===== src/rtl/posit_mul_arbiter.sv =====
// Two-requester round-robin issue into a shared posit scale-add/fraction-multiply
// datapath, with a two-stage (issue, result) back-pressurable pipeline.

module scale_and_mul #(
    parameter int SPEED = 0
) (
    input  logic [3:0]  scale_a,
    input  logic [3:0]  scale_b,
    input  logic [5:0]  frac_a,
    input  logic [5:0]  frac_b,
    output logic [4:0]  scale,
    output logic [11:0] frac
);
    assign scale = {scale_a[3], scale_a} + {scale_b[3], scale_b};

    generate
        if (SPEED == 0) begin : g_direct
            assign frac = {6'd0, frac_a} * {6'd0, frac_b};
        end else begin : g_shift_add
            // Explicit partial-product sum for tools with a weak multiplier
            always_comb begin
                frac = 12'd0;
                for (int i = 0; i < 6; i++) begin
                    if (frac_b[i]) frac = frac + ({6'd0, frac_a} << i);
                end
            end
        end
    endgenerate
endmodule

module posit_mul_arbiter #(
    parameter int SPEED = 0
) (
    input  logic        CLK,
    input  logic        RST_N,
    input  logic        REQ0_VALID,
    output logic        REQ0_READY,
    input  logic [3:0]  REQ0_SCALE_A,
    input  logic [3:0]  REQ0_SCALE_B,
    input  logic [5:0]  REQ0_FRAC_A,
    input  logic [5:0]  REQ0_FRAC_B,
    input  logic        REQ1_VALID,
    output logic        REQ1_READY,
    input  logic [3:0]  REQ1_SCALE_A,
    input  logic [3:0]  REQ1_SCALE_B,
    input  logic [5:0]  REQ1_FRAC_A,
    input  logic [5:0]  REQ1_FRAC_B,
    output logic        RES_VALID,
    input  logic        RES_READY,
    output logic        RES_ID,
    output logic [4:0]  RES_SCALE,
    output logic [11:0] RES_FRAC,
    output logic [7:0]  DONE_CNT
);
    logic        last;
    logic        s1_valid;
    logic        s1_id;
    logic [3:0]  s1_sa;
    logic [3:0]  s1_sb;
    logic [5:0]  s1_fa;
    logic [5:0]  s1_fb;
    logic        s1_load;
    logic        s2_load;
    logic        grant0;
    logic        grant1;
    logic        acc;
    logic [4:0]  dp_scale;
    logic [11:0] dp_frac;

    assign s2_load = !RES_VALID || RES_READY;
    assign s1_load = !s1_valid || s2_load;

    // On a tie the requester that did not win last time goes next
    assign grant0 = REQ0_VALID && (!REQ1_VALID || last);
    assign grant1 = REQ1_VALID && (!REQ0_VALID || !last);

    assign REQ0_READY = grant0 && s1_load && RST_N;
    assign REQ1_READY = grant1 && s1_load && RST_N;
    assign acc        = REQ0_READY || REQ1_READY;

    always_ff @(posedge CLK or negedge RST_N) begin
        if (!RST_N) begin
            last     <= 1'b1;
            s1_valid <= 1'b0;
            s1_id    <= 1'b0;
            s1_sa    <= 4'd0;
            s1_sb    <= 4'd0;
            s1_fa    <= 6'd0;
            s1_fb    <= 6'd0;
        end else begin
            if (acc) last <= REQ1_READY;
            if (s1_load) begin
                s1_valid <= acc;
                s1_id    <= REQ1_READY;
                s1_sa    <= REQ1_READY ? REQ1_SCALE_A : REQ0_SCALE_A;
                s1_sb    <= REQ1_READY ? REQ1_SCALE_B : REQ0_SCALE_B;
                s1_fa    <= REQ1_READY ? REQ1_FRAC_A  : REQ0_FRAC_A;
                s1_fb    <= REQ1_READY ? REQ1_FRAC_B  : REQ0_FRAC_B;
            end
        end
    end

    scale_and_mul #(
        .SPEED (SPEED)
    ) u_dp (
        .scale_a (s1_sa),
        .scale_b (s1_sb),
        .frac_a  (s1_fa),
        .frac_b  (s1_fb),
        .scale   (dp_scale),
        .frac    (dp_frac)
    );

    always_ff @(posedge CLK or negedge RST_N) begin
        if (!RST_N) begin
            RES_VALID <= 1'b0;
            RES_ID    <= 1'b0;
            RES_SCALE <= 5'd0;
            RES_FRAC  <= 12'd0;
            DONE_CNT  <= 8'd0;
        end else begin
            if (s2_load) begin
                RES_VALID <= s1_valid;
                RES_ID    <= s1_id;
                RES_SCALE <= dp_scale;
                RES_FRAC  <= dp_frac;
            end
            if (RES_VALID && RES_READY) DONE_CNT <= DONE_CNT + 8'd1;
        end
    end
endmodule


===== config.mk =====
export PLATFORM = sky130hd
export DESIGN_NAME = posit_mul_arbiter
export DESIGN_NICKNAME = d
export VERILOG_FILES = /design/src/rtl/posit_mul_arbiter.sv
export SDC_FILE = /design/constraint.sdc
export NUM_CORES = 1
export LEC_CHECK = 0
export CELL_PAD_IN_SITES_DETAIL_PLACEMENT = 1
export CELL_PAD_IN_SITES_GLOBAL_PLACEMENT = 1
export CORE_ASPECT_RATIO = 0.5
export CORE_UTILIZATION = 36
export CTS_BUF_LIST = sky130_fd_sc_hd__clkbuf_2
export DETAILED_ROUTE_END_ITERATION = 6
export GPL_ROUTABILITY_DRIVEN = 1
export PLACE_DENSITY = 0.87
export SYNTH_ARGS = -nofsm -noshare
export SYNTH_HDL_FRONTEND = slang
export SYNTH_SLANG_ARGS = --single-unit

===== constraint.sdc =====
create_clock -name CLK -period 3.7 [get_ports CLK]
set_clock_uncertainty 0.1 [all_clocks]
set_input_delay 0.555 -clock CLK [delete_from_list [all_inputs] [get_ports CLK]]
set_output_delay 0.555 -clock CLK [all_outputs]
set_load 0.05 [all_outputs]

=== After elaboration in Yosys (flattened, before gate mapping) ===
Index checks and enable logic that the tools add are counted.

* Input bits: 45
* Word-level logic and storage cells: 36
* Register bits after elaboration: 50

* Mux-type cells: 4
* Add/sub/neg operators: 2
* Reductions and logical operators: 17
* Multiply operators: 1

{| class="wikitable"
|+ Operator list
! cell !! number
|-
| 6-bit by 6-bit multiplier with 12-bit output || 1
|-
| 6-bit 2-to-1 mux || 2
|-
| 8-bit by 1-bit adder with 8-bit output (second input constant) || 1
|-
| 4-bit 2-to-1 mux || 2
|-
| 1-bit logical AND || 7
|-
| 4-bit by 4-bit adder with 5-bit output || 1
|-
| 1-bit zero test || 5
|-
| 1-bit logical OR || 5
|}

=== Logic depth before layout (Yosys ltp) ===
* Word-level depth: 6
* Mapped depth: 12
* Depth with buffers taken out: 12

=== Modules after synthesis ===
A second synthesis with hierarchy kept.

* Cells, all modules: 337
* Area total of the unflattened synthesis: 3444.6 µm²

{| class="wikitable"
|+ By module, submodules not included
! module !! cells each !! instances !! sequential area each (µm²) !! area each (µm²)
|-
| posit_mul_arbiter || 197 || 1 || 1252.5 || 2227.1
|-
| scale_and_mul || 140 || 1 || 0.0 || 1217.4
|}

=== Worst setup path after synthesis ===
OpenSTA, ideal clock, no wires.

* Kind: register -> register
* Start point: register s1_fa[3]
* End point: register RES_FRAC[11]
* Period minus slack after synthesis: 3.514 ns
* Stages on the path, launching flop included: 12
* Path slack: 0.186 ns
* Required time: 3.476 ns
* Arrival: 3.290 ns
* Cells stage by stage: dfrtp_1 > and2_1 > fa_1 > inv_1 > fa_1 > fa_1 > inv_1 > ha_1 > a211oi_1 > o21a_1 > nor4_1 > a211o_1

* Longest elaborated chain between the ends: 1

{| class="wikitable"
|+ Ends and longest elaborated chain
! element !! line !! text
|-
| start: declaration || 60 || <nowiki>logic [5:0] s1_fa;</nowiki>
|-
| start signal: assignment || 97 || <nowiki>s1_fa <= REQ1_READY ? REQ1_FRAC_A : REQ0_FRAC_A;</nowiki>
|-
| 6-bit by 6-bit multiplier with 12-bit output || 18 || <nowiki>assign frac = {6'd0, frac_a} * {6'd0, frac_b};</nowiki>
|-
| end signal: assignment || 126 || <nowiki>RES_FRAC <= dp_frac;</nowiki>
|-
| end: declaration || 52 || <nowiki>output logic [11:0] RES_FRAC,</nowiki>
|}

No other way between the ends.
A chain may end at the register's enable or synchronous reset.

=== Worst setup path after layout ===
* Start point: register s1_fb[0]
* End point: register RES_FRAC[11]

* Longest elaborated chain between the ends: 1

{| class="wikitable"
|+ Ends and longest elaborated chain
! element !! line !! text
|-
| start: declaration || 61 || <nowiki>logic [5:0] s1_fb;</nowiki>
|-
| start signal: assignment || 98 || <nowiki>s1_fb <= REQ1_READY ? REQ1_FRAC_B : REQ0_FRAC_B;</nowiki>
|-
| 6-bit by 6-bit multiplier with 12-bit output || 18 ||
|}

No other way between the ends.

==> summary.txt <==
Timing
  • Fmax: 280 MHz
  • Final setup viols: 0
  • Fin. max-slew vios: 0
  • Worst-margin pin slew: 776 ps
  • Tcrit/Tclk final: 96.7%
  • Rel. slew slack: 48.3%
  • Final Hold Viols: 0
  • Min cycle time layout: 3580 ps
  • Setup_tns: 0 ps

Synthesis
  • Synth Instances: 341
  • Synth Register Bits: 50
  • Mapped cell area: 3320 sq um
  • Sequential area share after synthesis: 37.7%
  • Mapped Nets: 429
  • Ys Warns: 0
  • Avg Cell Area, Syn: 9.75 sq um
  • Synth unique cells: 40

Route
  • WL final: 9340 microns
  • Final ANT Viol Nets: 0
  • Drt pass-1 iters: 5
  • Via count: 2,734
  • Routed vias/inst: 5.06
  • DRC Markers: 0
  • Iter 0 DRT Violations: 147
  • Wire per inst: 17.3 microns

Final layout
  • Fillers: 1,008
  • Final #Nets: 510
  • Design Area, Final: 4360 sq um
  • Area of the multi-input gates: 1970 sq um
  • Commonest cells after routing, fill and taps aside: clkdlybuf4s50_1, dfrtp_1, nand2_1
  • Register Area: 1260 sq um
  • Post-layout util: 49.4%
  • Commonest non-fill, non-tap cell in the layout: clkdlybuf4s50_1
  • Layout area overhead: 31.1%
  • Layout cells sized above 1: 10.6%
  • N_diodes: 0

CTS
  • CTS tree: built
  • TritonCTS Buffers: 5
  • Num Clock Sinks: 50
  • CTS Buffer Depth: 2
  • CTS H-tree lvls: 2
  • Clock-pin slew on the worst setup and hold paths: 280 ps
  • Root Driver: clkbuf_2
  • Clock latency on the worst-skew pair: 490 ps

Global routing
  • Total congestion overflow: 0
  • GRT Total Usage: 20.4%
  • First-pass GRT wire length: 14,900 microns
  • Largest net degree at the start of global routing: 52
  • Number of global-route vias before repair: 2,941
  • Initial antenna violation count: 0

Placement
  • Gpl congestion: 0.809
  • Dpl cell area: 4200 sq um
  • Detailed Place HPWL: 7060 microns
  • # port buffers: 73

Worst setup path
  • Worst r2r path cells: 10
  • Critical path type: reg -> reg
  • Worst Path Max Fanout: 6
  • R2r setup slk: 120 ps
  • Reg-to-Reg Start: s1_fb[0]
  • Reg-to-Reg End: RES_FRAC[11]
  • CP startpoint kind: flip-flop
  • CP endpoint kind: flip-flop
  • Worst EP required: 4000 ps
  • Crit path DAT: 3880 ps

Floorplan
  • Num rows: 24
  • Die ar.: 9650 sq um
  • Core area: 8830 sq um
  • Die Wd: 138 microns
  • Die Ht: 70.0 microns
  • IO Pins: 74
  • Initial Utilization: 37.7%

Pwr
  • Worst vdd ir: 0.464 mV
  • Lkg Pwr: 0.00198 uW
  • Pwr Density: 760 nW/um^2

Hold path
  • Worst hold path class: in -> async

Run
  • Max-cap violations: 0

Run status
  • Status: finished clean
cells by family (layout without fill, tap and decap cells):
logic type      Yosys count  count (layout)  share of synthesized area, %
simple gates            118             118                          17.0
compound gates           57              57                          10.2
xor+xnor                 11              11                          2.90
buf+inv                  39             121                          5.04
mux                      23              23                          6.96
fa+ha+maj                43              43                          20.2
flops                    50              50                          37.7
report_power, final:
group,switching (uW),internal (uW)
logic,1260,904
clock network,200,116
registers,133,704
cell usage after synthesis, drive strengths merged:
| master | instances | share of area [%] |
|---|---|---|
| a211o | 1 | 0.26 |
| a211oi | 3 | 0.68 |
| a21o | 4 | 0.90 |
| a21oi | 29 | 4.4 |
| a221o | 1 | 0.30 |
| a221oi | 1 | 0.26 |
| a31o | 1 | 0.26 |
| and2 | 24 | 4.5 |
| buf | 9 | 1.7 |
| clkbuf | 2 | 0.23 |
| dfrtp | 49 | 37 |
| dfstp | 1 | 0.79 |
| fa | 18 | 11 |
| ha | 25 | 9.4 |
| inv | 28 | 3.2 |
| mux2 | 1 | 0.34 |
| mux2i | 22 | 6.6 |
| nand2 | 44 | 5.0 |
| nand2b | 1 | 0.19 |
| nand3 | 3 | 0.45 |
| nand4 | 2 | 0.38 |
| nor2 | 28 | 3.2 |
| nor2b | 2 | 0.45 |
| nor3 | 5 | 0.75 |
| nor3b | 5 | 1.3 |
| nor4 | 1 | 0.19 |
| o2111a | 1 | 0.34 |
| o211ai | 2 | 0.45 |
| o21a | 2 | 0.45 |
| o21ai | 11 | 1.7 |
| o21bai | 1 | 0.23 |
| or2b | 1 | 0.23 |
| or4 | 2 | 0.45 |
| xnor2 | 8 | 2.1 |
| xor2 | 3 | 0.79 |
cell type report:
cell class | count | share of cell area [%]
Multi-Input combinational cell | 252 | 45.2
Clock buffer | 5 | 0.574
Tap cell | 117 | 3.36
Clock inverter | 3 | 1.00
Sequential cell | 50 | 28.9
Inverter | 28 | 2.41
Timing Repair Buffer | 85 | 18.6
flip-flops by register name, summed over array words and instances, names as in the netlist:
signal	flops
DONE_CNT	8
RES_FRAC	12
RES_ID	1
RES_SCALE	5
RES_VALID	1
last	1
s1_fa	6
s1_fb	6
s1_id	1
s1_sa	4
s1_sb	4
s1_valid	1
metal layers:
metal  routed length, microns  up-vias  GRT usage [%]  part of all wire, %
li1                         -     1300              -                    -
met1                     4420     1362           28.1                   47
met2                     4480       59           33.4                   48
met3                      300       13           3.70                  3.2
met4                      136        0           4.71                  1.5
met5                        0        -              0                    0
worst max path at each step:
stage | to | startpoint | cells past startpoint
after detailed placement | RES_FRAC[11] | s1_fa[3] | 11
after global routing | RES_FRAC[8] | s1_fb[0] | 12
final | RES_FRAC[11] | s1_fb[0] | 10
after CTS | RES_FRAC[8] | s1_fa[3] | 12
after floorplan | RES_FRAC[11] | s1_fa[3] | 11
after global placement | RES_FRAC[11] | s1_fa[2] | 11
what timing repair did:
item | in CTS | in global routing
hold buffers | 0 | 0
endpoints found under the setup margin | 1 | 6
pin swaps | 0 | 7
gates resized for setup | 2 | 18
setup buffers | 0 | 3
hold endpoints to repair | 0 | 0
metrics by stage:
| stage | setup WS, ps | hold slack, ps | power, uW | cells |
|---|---|---|---|---|
| 2_1_floorplan | 186 | 159 | 2170 | 341 |
| 3_3_place_gp | 150 | 350 | 2710 | 529 |
| 3_5_place_dp | -11.1 | 359 | 2810 | 529 |
| 4_1_cts | 6.42 | 170 | 3160 | 537 |
| 5_1_grt | -21.0 | 182 | 3560 | 540 |
| 6_report | 122 | 167 | 3310 | 540 |
critical path, stage by stage (launching register included):
cell and delay (ps):
dfrtp_2 510, buf_4 150, and2_1 160, fa_1 440, ha_1 330, fa_1 540
fa_1 530, a211oi_2 280, o21a_1 200, nor4_2 50, a211o_1 220
Power figures use the tool's default switching activity.
